==> config.mk <==
export PLATFORM = sky130hd
export DESIGN_NAME = yacht_score_engine_flat
export DESIGN_NICKNAME = d
export VERILOG_FILES = /design/src/rtl/yacht_pkg.sv /design/src/rtl/yacht_score_engine_if.sv /design/src/rtl/yacht_cat_eval.sv /design/src/rtl/yacht_score_engine.sv /design/src/flat_wrapper.sv
export SDC_FILE = /design/constraint.sdc
export NUM_CORES = 1
export LEC_CHECK = 0
export ABC_CLOCK_PERIOD_IN_PS = 6900
export BUFFER_PORTS_ARGS = -buffer_cell sky130_fd_sc_hd__buf_2
export CORE_ASPECT_RATIO = 1.75
export CORE_UTILIZATION = 55
export CTS_BUF_LIST = sky130_fd_sc_hd__clkbuf_8 sky130_fd_sc_hd__clkbuf_16
export DETAILED_ROUTE_END_ITERATION = 16
export MAX_ROUTING_LAYER = met4
export PLACE_DENSITY = 0.82
export SLEW_MARGIN = 20
export SYNTH_ARGS = -nofsm -noshare
export SYNTH_HDL_FRONTEND = slang
export SYNTH_SLANG_ARGS = --single-unit
==> constraint.sdc <==
create_clock -name clk -period 6.9 [get_ports clk]
set_clock_uncertainty 0.1 [all_clocks]
set_input_delay 0.69 -clock clk [delete_from_list [all_inputs] [get_ports clk]]
set_output_delay 0.69 -clock clk [all_outputs]
set_load 0.02 [all_outputs]
==> src/rtl/yacht_pkg.sv <==
// Shared constants for the Yacht scoring engine: category codes,
// response status codes and the FSM state encoding.
package yacht_pkg;

   localparam int N_CAT = 12;

   localparam logic [3:0] CAT_ACES   = 4'd0;
   localparam logic [3:0] CAT_TWOS   = 4'd1;
   localparam logic [3:0] CAT_THREES = 4'd2;
   localparam logic [3:0] CAT_FOURS  = 4'd3;
   localparam logic [3:0] CAT_FIVES  = 4'd4;
   localparam logic [3:0] CAT_SIXES  = 4'd5;
   localparam logic [3:0] CAT_CHOICE = 4'd6;
   localparam logic [3:0] CAT_FOUR_K = 4'd7;
   localparam logic [3:0] CAT_FULL_H = 4'd8;
   localparam logic [3:0] CAT_SSTR   = 4'd9;
   localparam logic [3:0] CAT_LSTR   = 4'd10;
   localparam logic [3:0] CAT_YACHT  = 4'd11;

   localparam logic [1:0] ST_OK      = 2'd0;
   localparam logic [1:0] ST_USED    = 2'd1;
   localparam logic [1:0] ST_BAD_CAT = 2'd2;
   localparam logic [1:0] ST_BAD_DIE = 2'd3;

   localparam logic [1:0] S_IDLE  = 2'd0;
   localparam logic [1:0] S_COUNT = 2'd1;
   localparam logic [1:0] S_EVAL  = 2'd2;
   localparam logic [1:0] S_RESP  = 2'd3;

endpackage

==> src/rtl/yacht_score_engine_if.sv <==
// Request/response channel between the game controller (master) and
// the scoring engine (slave).
interface yacht_score_engine_if #(
   parameter int PID_W   = 1,
   parameter int SCORE_W = 8,
   parameter int TOTAL_W = 10
);
   logic               req_valid;
   logic               req_ready;
   logic [14:0]        req_dice;
   logic [PID_W-1:0]   req_player;
   logic [3:0]         req_cat;
   logic               req_commit;
   logic               rsp_valid;
   logic               rsp_ready;
   logic [SCORE_W-1:0] rsp_score;
   logic [1:0]         rsp_status;
   logic [TOTAL_W-1:0] rsp_total;
   logic               rsp_bonus;
   logic [11:0]        rsp_used_mask;

   modport master (
      output req_valid, req_dice, req_player, req_cat, req_commit, rsp_ready,
      input  req_ready, rsp_valid, rsp_score, rsp_status, rsp_total, rsp_bonus, rsp_used_mask
   );

   modport slave (
      input  req_valid, req_dice, req_player, req_cat, req_commit, rsp_ready,
      output req_ready, rsp_valid, rsp_score, rsp_status, rsp_total, rsp_bonus, rsp_used_mask
   );
endinterface

==> src/rtl/yacht_cat_eval.sv <==
// Combinational category rule: turns a face histogram and dice sum
// into the score for one category.
module yacht_cat_eval
   import yacht_pkg::*;
#(
   parameter int SCORE_W     = 8,
   parameter int SS_SCORE    = 15,
   parameter int LS_SCORE    = 30,
   parameter int YACHT_SCORE = 50
) (
   input  logic [5:0][2:0]     hist,   // hist[f] = count of face f+1
   input  logic [5:0]          sum,
   input  logic [3:0]          cat,
   output logic [SCORE_W-1:0]  score
);
   logic [5:0]         present;
   logic               has2;
   logic               has3;
   logic               has5;
   logic [SCORE_W-1:0] upper_score;
   logic [SCORE_W-1:0] four_score;
   logic               small_str;
   logic               large_str;

   // Scan the histogram once for the pattern flags used by the rules
   always_comb begin
      present     = '0;
      has2        = 1'b0;
      has3        = 1'b0;
      has5        = 1'b0;
      upper_score = '0;
      four_score  = '0;
      for (int f = 0; f < 6; f++) begin
         present[f] = (hist[f] != 3'd0);
         has2 = has2 | (hist[f] == 3'd2);
         has3 = has3 | (hist[f] == 3'd3);
         has5 = has5 | (hist[f] == 3'd5);
         if (hist[f] >= 3'd4)
            four_score = SCORE_W'(4 * (f + 1));
         if (cat == 4'(f))
            upper_score = SCORE_W'(int'(hist[f]) * (f + 1));
      end
   end

   assign small_str = (&present[3:0]) | (&present[4:1]) | (&present[5:2]);
   assign large_str = (&present[4:0]) | (&present[5:1]);

   // Select the rule for the requested category
   always_comb begin
      score = '0;
      case (cat)
         CAT_ACES, CAT_TWOS, CAT_THREES,
         CAT_FOURS, CAT_FIVES, CAT_SIXES: score = upper_score;
         CAT_CHOICE: score = SCORE_W'(sum);
         CAT_FOUR_K: score = four_score;
         CAT_FULL_H: if ((has3 && has2) || has5) score = SCORE_W'(sum);
         CAT_SSTR:   if (small_str) score = SCORE_W'(SS_SCORE);
         CAT_LSTR:   if (large_str) score = SCORE_W'(LS_SCORE);
         CAT_YACHT:  if (has5) score = SCORE_W'(YACHT_SCORE);
         default:    score = '0;
      endcase
   end
endmodule

==> src/rtl/yacht_score_engine.sv <==
// Multi-player Yacht scoring engine: histograms five dice one per cycle,
// evaluates the category, optionally commits to the player's scorecard
// and returns the result on a valid/ready response channel.
module yacht_score_engine
   import yacht_pkg::*;
#(
   parameter int N_PLAYERS    = 2,
   parameter int PID_W        = 1,
   parameter int SCORE_W      = 8,
   parameter int TOTAL_W      = 10,
   parameter int BONUS_THRESH = 63,
   parameter int BONUS_VAL    = 35,
   parameter int SS_SCORE     = 15,
   parameter int LS_SCORE     = 30,
   parameter int YACHT_SCORE  = 50
) (
   input  logic                 clk,
   input  logic                 rst_n,
   yacht_score_engine_if.slave  bus,
   input  logic                 game_clear,
   output logic [N_PLAYERS-1:0] card_full
);
   logic [1:0]         state;
   logic [2:0]         die_idx;
   logic [14:0]        dice;       // shifts right so die under test is always [2:0]
   logic [PID_W-1:0]   player;
   logic [3:0]         cat;
   logic               commit;
   logic [5:0][2:0]    hist;
   logic [5:0]         sum;
   logic               bad_die;
   logic [SCORE_W-1:0] score_hold;
   logic [1:0]         status_hold;

   logic [11:0]        used  [N_PLAYERS];
   logic [6:0]         upper [N_PLAYERS];
   logic [TOTAL_W-1:0] total [N_PLAYERS];
   logic               bonus [N_PLAYERS];

   logic [11:0]        used_sel;
   logic [6:0]         upper_sel;
   logic [TOTAL_W-1:0] total_sel;
   logic               bonus_sel;
   logic [SCORE_W-1:0] eval_score;
   logic [1:0]         status;
   logic               do_commit;
   logic [6:0]         new_upper;
   logic               bonus_hit;
   logic [TOTAL_W-1:0] new_total;
   logic [2:0]         die;

   assign die           = dice[2:0];
   assign bus.req_ready = (state == S_IDLE) && !game_clear;

   yacht_cat_eval #(
      .SCORE_W     (SCORE_W),
      .SS_SCORE    (SS_SCORE),
      .LS_SCORE    (LS_SCORE),
      .YACHT_SCORE (YACHT_SCORE)
   ) u_eval (
      .hist  (hist),
      .sum   (sum),
      .cat   (cat),
      .score (eval_score)
   );

   // Pick out the scorecard of the player in the current transaction
   always_comb begin
      used_sel  = '0;
      upper_sel = '0;
      total_sel = '0;
      bonus_sel = 1'b0;
      for (int p = 0; p < N_PLAYERS; p++) begin
         if (player == PID_W'(p)) begin
            used_sel  = used[p];
            upper_sel = upper[p];
            total_sel = total[p];
            bonus_sel = bonus[p];
         end
      end
   end

   // Status priority: bad die, then bad category, then reused category on commit
   always_comb begin
      if (bad_die)
         status = ST_BAD_DIE;
      else if (cat >= 4'(N_CAT))
         status = ST_BAD_CAT;
      else if (commit && used_sel[cat])
         status = ST_USED;
      else
         status = ST_OK;
   end

   // Next scorecard values for a commit; the bonus is granted only once
   always_comb begin
      do_commit = (state == S_EVAL) && commit && (status == ST_OK);
      new_upper = upper_sel;
      if (cat < CAT_CHOICE)
         new_upper = upper_sel + 7'(eval_score);
      bonus_hit = !bonus_sel && (cat < CAT_CHOICE) &&
                  (32'(new_upper) >= 32'(BONUS_THRESH));
      new_total = total_sel + TOTAL_W'(eval_score) +
                  (bonus_hit ? TOTAL_W'(BONUS_VAL) : TOTAL_W'(0));
   end

   // Transaction FSM: accept, count dice, evaluate, respond
   always_ff @(posedge clk or negedge rst_n) begin
      if (!rst_n) begin
         state             <= S_IDLE;
         die_idx           <= '0;
         dice              <= '0;
         player            <= '0;
         cat               <= '0;
         commit            <= 1'b0;
         hist              <= '0;
         sum               <= '0;
         bad_die           <= 1'b0;
         score_hold        <= '0;
         status_hold       <= ST_OK;
         bus.rsp_valid     <= 1'b0;
         bus.rsp_score     <= '0;
         bus.rsp_status    <= ST_OK;
         bus.rsp_total     <= '0;
         bus.rsp_bonus     <= 1'b0;
         bus.rsp_used_mask <= '0;
      end else if (game_clear) begin
         state         <= S_IDLE;
         bus.rsp_valid <= 1'b0;
      end else begin
         case (state)
            S_IDLE: begin
               if (bus.req_valid) begin
                  dice    <= bus.req_dice;
                  player  <= bus.req_player;
                  cat     <= bus.req_cat;
                  commit  <= bus.req_commit;
                  hist    <= '0;
                  sum     <= '0;
                  bad_die <= 1'b0;
                  die_idx <= '0;
                  state   <= S_COUNT;
               end
            end
            S_COUNT: begin
               if (die == 3'd0 || die == 3'd7) begin
                  bad_die <= 1'b1;
               end else begin
                  for (int f = 0; f < 6; f++)
                     if (die == 3'(f + 1))
                        hist[f] <= hist[f] + 3'd1;
                  sum <= sum + 6'(die);
               end
               dice    <= dice >> 3;
               die_idx <= die_idx + 3'd1;
               if (die_idx == 3'd4)
                  state <= S_EVAL;
            end
            S_EVAL: begin
               score_hold  <= (status == ST_OK) ? eval_score : '0;
               status_hold <= status;
               state       <= S_RESP;
            end
            S_RESP: begin
               // First RESP cycle loads the post-commit scorecard view
               if (!bus.rsp_valid) begin
                  bus.rsp_valid     <= 1'b1;
                  bus.rsp_score     <= score_hold;
                  bus.rsp_status    <= status_hold;
                  bus.rsp_total     <= total_sel;
                  bus.rsp_bonus     <= bonus_sel;
                  bus.rsp_used_mask <= used_sel;
               end else if (bus.rsp_ready) begin
                  bus.rsp_valid <= 1'b0;
                  state         <= S_IDLE;
               end
            end
            default: state <= S_IDLE;
         endcase
      end
   end

   // Scorecard storage; clear wins over a same-cycle commit
   always_ff @(posedge clk or negedge rst_n) begin
      if (!rst_n) begin
         for (int p = 0; p < N_PLAYERS; p++) begin
            used[p]  <= '0;
            upper[p] <= '0;
            total[p] <= '0;
            bonus[p] <= 1'b0;
         end
      end else if (game_clear) begin
         for (int p = 0; p < N_PLAYERS; p++) begin
            used[p]  <= '0;
            upper[p] <= '0;
            total[p] <= '0;
            bonus[p] <= 1'b0;
         end
      end else if (do_commit) begin
         for (int p = 0; p < N_PLAYERS; p++) begin
            if (player == PID_W'(p)) begin
               used[p]  <= used_sel | (12'd1 << cat);
               upper[p] <= new_upper;
               total[p] <= new_total;
               if (bonus_hit)
                  bonus[p] <= 1'b1;
            end
         end
      end
   end

   for (genvar gi = 0; gi < N_PLAYERS; gi++) begin : g_full
      assign card_full[gi] = &used[gi];
   end
endmodule

==> src/flat_wrapper.sv <==
// flat-port wrapper written by rule: the top's interface ports become plain ports
module yacht_score_engine_flat import yacht_pkg::*;
#(
   parameter int N_PLAYERS    = 2,
   parameter int PID_W        = 1,
   parameter int SCORE_W      = 8,
   parameter int TOTAL_W      = 10,
   parameter int BONUS_THRESH = 63,
   parameter int BONUS_VAL    = 35,
   parameter int SS_SCORE     = 15,
   parameter int LS_SCORE     = 30,
   parameter int YACHT_SCORE  = 50
)
  (clk, rst_n, game_clear, card_full, bus_req_valid, bus_req_dice, bus_req_player, bus_req_cat, bus_req_commit, bus_rsp_ready, bus_req_ready, bus_rsp_valid, bus_rsp_score, bus_rsp_status, bus_rsp_total, bus_rsp_bonus, bus_rsp_used_mask);
  yacht_score_engine_if #(.PID_W(PID_W), .SCORE_W(SCORE_W), .TOTAL_W(TOTAL_W)) bus_i ();
  input  logic clk;
  input  logic rst_n;
  input  logic game_clear;
  output logic [N_PLAYERS-1:0] card_full;
  input wire logic [$bits(bus_i.req_valid)-1:0] bus_req_valid;
  input wire logic [$bits(bus_i.req_dice)-1:0] bus_req_dice;
  input wire logic [$bits(bus_i.req_player)-1:0] bus_req_player;
  input wire logic [$bits(bus_i.req_cat)-1:0] bus_req_cat;
  input wire logic [$bits(bus_i.req_commit)-1:0] bus_req_commit;
  input wire logic [$bits(bus_i.rsp_ready)-1:0] bus_rsp_ready;
  output wire logic [$bits(bus_i.req_ready)-1:0] bus_req_ready;
  output wire logic [$bits(bus_i.rsp_valid)-1:0] bus_rsp_valid;
  output wire logic [$bits(bus_i.rsp_score)-1:0] bus_rsp_score;
  output wire logic [$bits(bus_i.rsp_status)-1:0] bus_rsp_status;
  output wire logic [$bits(bus_i.rsp_total)-1:0] bus_rsp_total;
  output wire logic [$bits(bus_i.rsp_bonus)-1:0] bus_rsp_bonus;
  output wire logic [$bits(bus_i.rsp_used_mask)-1:0] bus_rsp_used_mask;
  assign bus_i.req_valid = bus_req_valid;
  assign bus_i.req_dice = bus_req_dice;
  assign bus_i.req_player = bus_req_player;
  assign bus_i.req_cat = bus_req_cat;
  assign bus_i.req_commit = bus_req_commit;
  assign bus_i.rsp_ready = bus_rsp_ready;
  assign bus_req_ready = bus_i.req_ready;
  assign bus_rsp_valid = bus_i.rsp_valid;
  assign bus_rsp_score = bus_i.rsp_score;
  assign bus_rsp_status = bus_i.rsp_status;
  assign bus_rsp_total = bus_i.rsp_total;
  assign bus_rsp_bonus = bus_i.rsp_bonus;
  assign bus_rsp_used_mask = bus_i.rsp_used_mask;
  yacht_score_engine #(.N_PLAYERS(N_PLAYERS), .PID_W(PID_W), .SCORE_W(SCORE_W), .TOTAL_W(TOTAL_W), .BONUS_THRESH(BONUS_THRESH), .BONUS_VAL(BONUS_VAL), .SS_SCORE(SS_SCORE), .LS_SCORE(LS_SCORE), .YACHT_SCORE(YACHT_SCORE)) u_core (.clk(clk), .rst_n(rst_n), .bus(bus_i), .game_clear(game_clear), .card_full(card_full));
endmodule
# Yosys cells after proc, flatten, opt, wreduce, memory -nomap -nowiden

Cells that the tools add are included.
W data, S select, Z words.

Add/sub/neg operators: 11
$mul: 3
Div/mod/pow operators: 0
$lt $le $gt $ge: 10
Equal/unequal tests: 54
Shift operators: 1
Multiplexer cells: 75
Bitwise operators: 21
Reductions and logical operators: 51

Operators with widths:

| operator              | count |
|---|---|
| $mux W8               | 8 |
| $pmux W8 S7           | 1 |
| $mux W24              | 2 |
| $eq A3 B2 Y1 const B  | 14 |
| $mux W20              | 2 |
| $reduce_and A5 Y1     | 8 |
| $mux W12              | 3 |
| $mux W18              | 2 |
| $pmux W18 S2          | 1 |
| $eq A3 B3 Y1 const B  | 11 |
| $mux W10              | 3 |
| $mux W6               | 5 |
| $pmux W15 S2          | 1 |
| $mux W14              | 2 |
| $mux W7               | 4 |
| $mux W3               | 9 |
| $reduce_and A12 Y1    | 2 |
| $reduce_and A4 Y1     | 6 |
| $add A3 B1 Y3 const B | 7 |
| $ge A3 B3 Y1 const B  | 6 |
| $mux W2               | 9 |
| $or A1 B1 Y1          | 18 |
| $reduce_bool A3 Y1    | 6 |
| $eq A4 B3 Y1 const B  | 4 |
| other kinds (42)      | 92 |

Register bits: 155
Bits in latches: 0
Bits in writable memories: 0
Memory bits (read-only): 0
Input port bits: 26
Output and inout bits: 37
Logic and storage cells: 256
Memories kept: 0

# Longest topological paths before layout

Depth in word-level cells: 19
Depth in mapped cells: 27
Gate-level depth less buffers: 27

# Modules after synthesis

From an unflattened synthesis, not the netlist that was laid out.

Cell total of the unflattened synthesis: 918
Area, all modules: 9,180.1 sq um

By module, submodules not included:

| module             | times used | cells an instance | area an instance (sq um) | sequential area each (sq um) |
|---|---|---|---|---|
| yacht_score_engine | 1          | 787               | 8,217.9                  | 3,878.7 |
| yacht_cat_eval     | 1          | 131               | 962.2                    | 0.0 |

# Least setup slack after synthesis

No wires, ideal clock.

Path type: register to register
From: reg u_core.hist[7] (netlist bit)
To: reg u_core.total[17] (netlist bit)
Setup time: 72 ps
Data arrival time: 5,257 ps
Data required time: 6,728 ps
Slack: 1,471 ps
Cell stages (with the launch flop): 26
Path buffers: 0
Clock period less this slack: 5,429 ps
Cells stage by stage: dfrtp_1 -> ha_1 -> ha_1 -> nor4_1 -> nand2_1 -> a21oi_1 -> o22ai_1 -> a2111o_1 -> ha_1 -> a211oi_1 -> o21ai_0 -> a211oi_1 -> nand4b_1 -> nand3_1 -> nand2_1 -> inv_1 -> fa_1 -> ha_1 -> fa_1 -> a21o_1 -> a21oi_1 -> o21ai_0 -> a21oi_1 -> xor2_1 -> mux2i_1 -> nor2_1

Longest elaborated chain between the ends: 18
Elaborated cells on any way between the ends: 51
Those cells by class: 3 x add/sub; 1 x mul; 2 x order compare; 3 x eq/ne; 18 x mux; 15 x bitwise; 9 x reduce/logical

Ends and longest elaborated chain:

| element                                                               | line                      | source |
|---|---|---|
| start: declaration                                                    | yacht_score_engine.sv:29  | `logic [5:0][2:0] hist;` |
| start signal: indexed assignment                                      | yacht_score_engine.sv:151 | `hist[f] <= hist[f] + 3'd1;` |
| parallel branches: the longest is 8 deep, another holds $mul A3 B2 Y5 | n/a                       |  |
| $pmux W8 S7 *                                                         | yacht_cat_eval.sv:51      | `case (cat)` |
| $add A7 B7 Y7                                                         | yacht_score_engine.sv:100 | `new_upper = upper_sel + 7'(eval_score);` |
| $mux W7                                                               | yacht_score_engine.sv:99  | `if (cat < CAT_CHOICE)` |
| $ge A7 B6 Y1                                                          | yacht_score_engine.sv:102 | `(32'(new_upper) >= 32'(BONUS_THRESH));` |
| $logic_and A1 B1 Y1                                                   | yacht_score_engine.sv:101 | `bonus_hit = !bonus_sel && (cat < CAT_CHOICE) &&` |
| $mux W6                                                               | yacht_score_engine.sv:104 | `(bonus_hit ? TOTAL_W'(BONUS_VAL) : TOTAL_W'(0));` |
| $add A10 B10 Y10 *                                                    | yacht_score_engine.sv:103 | `new_total = total_sel + TOTAL_W'(eval_score) +` |
| $mux W10 *                                                            | yacht_score_engine.sv:201 | `if (player == PID_W'(p)) begin` |
| $mux W20 *                                                            | yacht_score_engine.sv:199 | `end else if (do_commit) begin` |
| $mux W20 *                                                            | yacht_score_engine.sv:192 | `end else if (game_clear) begin` |
| end signal: indexed assignment                                        | yacht_score_engine.sv:204 | `total[p] <= new_total;` |
| end: declaration                                                      | yacht_score_engine.sv:37  | `logic [TOTAL_W-1:0] total [N_PLAYERS];` |

Mark *: on every way between the ends. The select of a mux whose other input is x is not followed.
A chain may end at the register's enable or synchronous reset.

# Worst setup path in the final report

Ends and elaborated chain as after synthesis.

==> results.yml <==
die:
  die_w_um: 97.48
  design.core.area_sq_um: 15460
  die_height_um: 169.1
  io_pins: 63
  initial_core_util_pct: 56.74
  dieArea_sq_um: 16480
  num_rows: 60
synth:
  synth_seq_cells: 151
  synthFlopType: "dfrtp_1"
  synth_edf_count: 0
  netlist.top_cell.by_area: "dfrtp_1"
  yosys_warnings: 0
  seq_area_frac_synth_pct: 43.06
  async_flop_share_pct: 100.0
  yosysTopAreaCellShare_pct: 43.06
  synth_cell_types: 59
  syn_area_sq_um: 8775
  synth_cells: 885
  avgSynthCellArea_sq_um: 9.915
  synth_area_leaders: "dfrtp_1 (43%), ha_1 (8.7%), mux2i_1 (7.4%)"
clock_network:
  cts.repair.resized: 0
  clock-sinks: 151
  numCtsBuffers: 17
  clkTransAtPathRegs_ps: 60
  root_buffer: "clkbuf_16"
  cts_tree: "yes"
  h-tree-depth: 4
  clk_latency_ps: 430
  holdBufCountCts: 0
  clockBufferDepth: 2
  cts_setup_buffers: 0
critical_path:
  cpMostUsedCell: "ha_1"
  cp.required_ps: 7150
  crit_fanout: 6
  critPathMaxStageDelay_ps: 530
  cp-startpoint: "u_core.hist[7]$_DFFE_PN0P_"
  worstPathArrival_ps: 6490
  timing.rr.start: "u_core.hist[7]$_DFFE_PN0P_"
  cp_top_family: "compound AO/OA/AOI/OAI gates"
  crit_slowest_cell: "a2111o_1"
  crit_path_start_kind: "flop"
  end_kind: "flop"
  crit_buf_inv: 1
  worstSetupPathType: "reg2reg"
power_and_ir_drop:
  max-vdd-ir-drop_v: 0.0001973
  pwr-share-clk_pct: 28.2
  p_seq_share_pct: 39.7
  leakage_nw: 4.606
  p_switching_mw: 1.242
  swShare_pct: 38.65
  p_per_area_nw_per_um2: 330.9
  p_int_mw: 1.971
  fin_total_pwr_mw: 3.213
  combPwrFrac_pct: 32.0
sta:
  finalCritPeriodShare_pct: 90.50
  maxSlewHeadroom_pct: 37.11
  max_freq_mhz: 160.1
  setup_tns_ps: 0
  tightest_slew_ps: 943.3
  setup_viol: 0
  finalHoldViolCount: 0
  setup_ws_ps: 655.8
  fin_crit_ps: 6244
  grt_setup_unrepaired: "no"
  slew_viol_final: 0
run_status:
  outcome: "finished, final reports clean"
job:
  cap_violations: 0
grt:
  grtUsageMet3_pct: 3.716
  grt_use_total_pct: 27.47
  globalRouteOverflowTotal: 0
  top_usage_layer: "met2"
  met2_usage_pct: 49.16
  antenna_found_initial: 0
  grt_pass1_wl_um: 34730
  grt_pass1_vias: 6962
  met1_usage_pct: 29.10
  grt_max_degree: 78
layout:
  antenna-diode-count: 0
  nets: 1017
  area_growth_pct: 10.64
  fillers: 1278
  stdcell_area_sq_um: 9708
  drive_above_1_share_pct: 15.94
  seq_area_sq_um: 3780
  final_common_cell: "dfrtp_1"
  final_cell_mix: "dfrtp_1 (150), nor2_1 (110), mux2i_1 (65), nand2_1 (65), ha_1 (61)"
  multi_input_area_sq_um: 4614
routing:
  drt-total-wl_um: 21080
  antenna_left: 0
  post_drt_via_cell_ratio: 6.055
  drt-pass1-iter-count: 5
  vias: 6788
  drt-initial-drc-count: 374
  route.detailed.drc: 0
  wl_per_cell_um: 18.81
placement:
  dp_hpwl_um: 15110
  dpl_cell_area_sq_um: 9136
  pre_cts_slack_ps: 728.0
  gp_congestion: 1.018
  portBuffers: 60
worst_hold_path:
  hp-class: "in2async"
## state kept, by name (all words and copies together) (netlist names), 2 cells and up
register	flops
u_core.bonus	2
u_core.bus.rsp_score	6
u_core.bus.rsp_status	2
u_core.bus.rsp_total	10
u_core.bus.rsp_used_mask	12
u_core.cat	4
u_core.dice	15
u_core.die_idx	3
u_core.hist	18
u_core.score_hold	6
u_core.state	2
u_core.status_hold	2
u_core.sum	6
u_core.total	20
u_core.upper	14
u_core.used	24
## cell families after synthesis
kind of cell / share of synthesized area [%]
mux: 13.32
other cells: 0.04274
simple gates: 13.03
buf+inv: 4.449
fa+ha+maj: 10.52
xor+xnor: 1.797
flops: 43.06
compound gates: 13.77
## cell type report
type | instances | share of cell area, %
Multi-Input combinational cell | 645 | 47.53
Sequential cell | 151 | 38.94
Clock buffer | 19 | 4.666
Timing Repair Buffer | 67 | 3.699
Tap cell | 186 | 2.397
Inverter | 40 | 1.547
Clock inverter | 13 | 1.224
## Yosys cell counts, types with 10 or more instances
cell type	n
a21o_1	12
nand2b_1	17
o21ai_1	18
mux2i_1	65
nor2_1	110
a21oi_1	56
a22o_1	12
ha_1	61
mux2_2	40
dfrtp_1	151
nand3_1	10
inv_1	39
o22ai_1	14
clkbuf_1	33
o21ai_0	42
nand2_1	65
## per-stage QoR
stage / hold slack, ps / util, % / cells
after floorplan: 294.4 / - / 886
after global placement: 360.8 / 59.08 / 1089
after detailed placement: 379.9 / 59.08 / 1089
after CTS: 201.1 / 62.78 / 1121
after global routing: 225.7 / 62.78 / 1121
final: 176.5 / 62.78 / 1121
## layer usage
layer / up-vias / wire [um] / share of wire (%)
met5: - / 0 / 0
met4: 0 / 897 / 4.3
met3: 69 / 784 / 3.7
met2: 240 / 11450 / 54
met1: 3297 / 7950 / 38
li1: 3182 / - / -
## power groups by stage
stage	Sequential, mW	Clock, mW	Combinational (mW)
floorplan	1.21	0	0.796
global placement	1.28	0	0.997
detailed placement	1.29	0	1.02
CTS	1.27	0.920	1.03
global route	1.30	0.959	1.13
finish	1.28	0.906	1.03
## path summary, 6_finish.rpt
kind / end / slack, ps / cells after the start
max in group asynchronous: u_core.player$_DFFE_PN0P_ / 5020 / 2
worst min-delay path: u_core.bus.rsp_used_mask[3]$_DFFE_PN0P_ / 180 / 1
worst max-delay path: u_core.total[17]$_DFFE_PN0P_ / 660 / 25
min in group clk: u_core.dice[13]$_DFFE_PN0P_ / 390 / 2
worst min register to register: u_core.dice[11]$_DFFE_PN0P_ / 390 / 2
worst max register to register: u_core.total[17]$_DFFE_PN0P_ / 660 / 25
## worst register-to-register path, stage by stage, from the launching register on
cell,delay [ps]
dfrtp_1,440
ha_1,260
ha_1,220
nor4_1,270
nand2_1,90
a21oi_1,150
o22ai_1,200
a2111o_1,530
ha_1,260
a211oi_1,340
o21ai_0,150
a211oi_1,400
nand4b_1,140
nand3_1,140
nand2_1,110
inv_1,110
fa_1,420
ha_1,240
fa_1,410
a21o_1,180
a21oi_1,280
o21ai_0,130
a21oi_1,190
xor2_1,220
mux2i_1,100
nor2_1,100
Power figures use the tool's default switching activity.
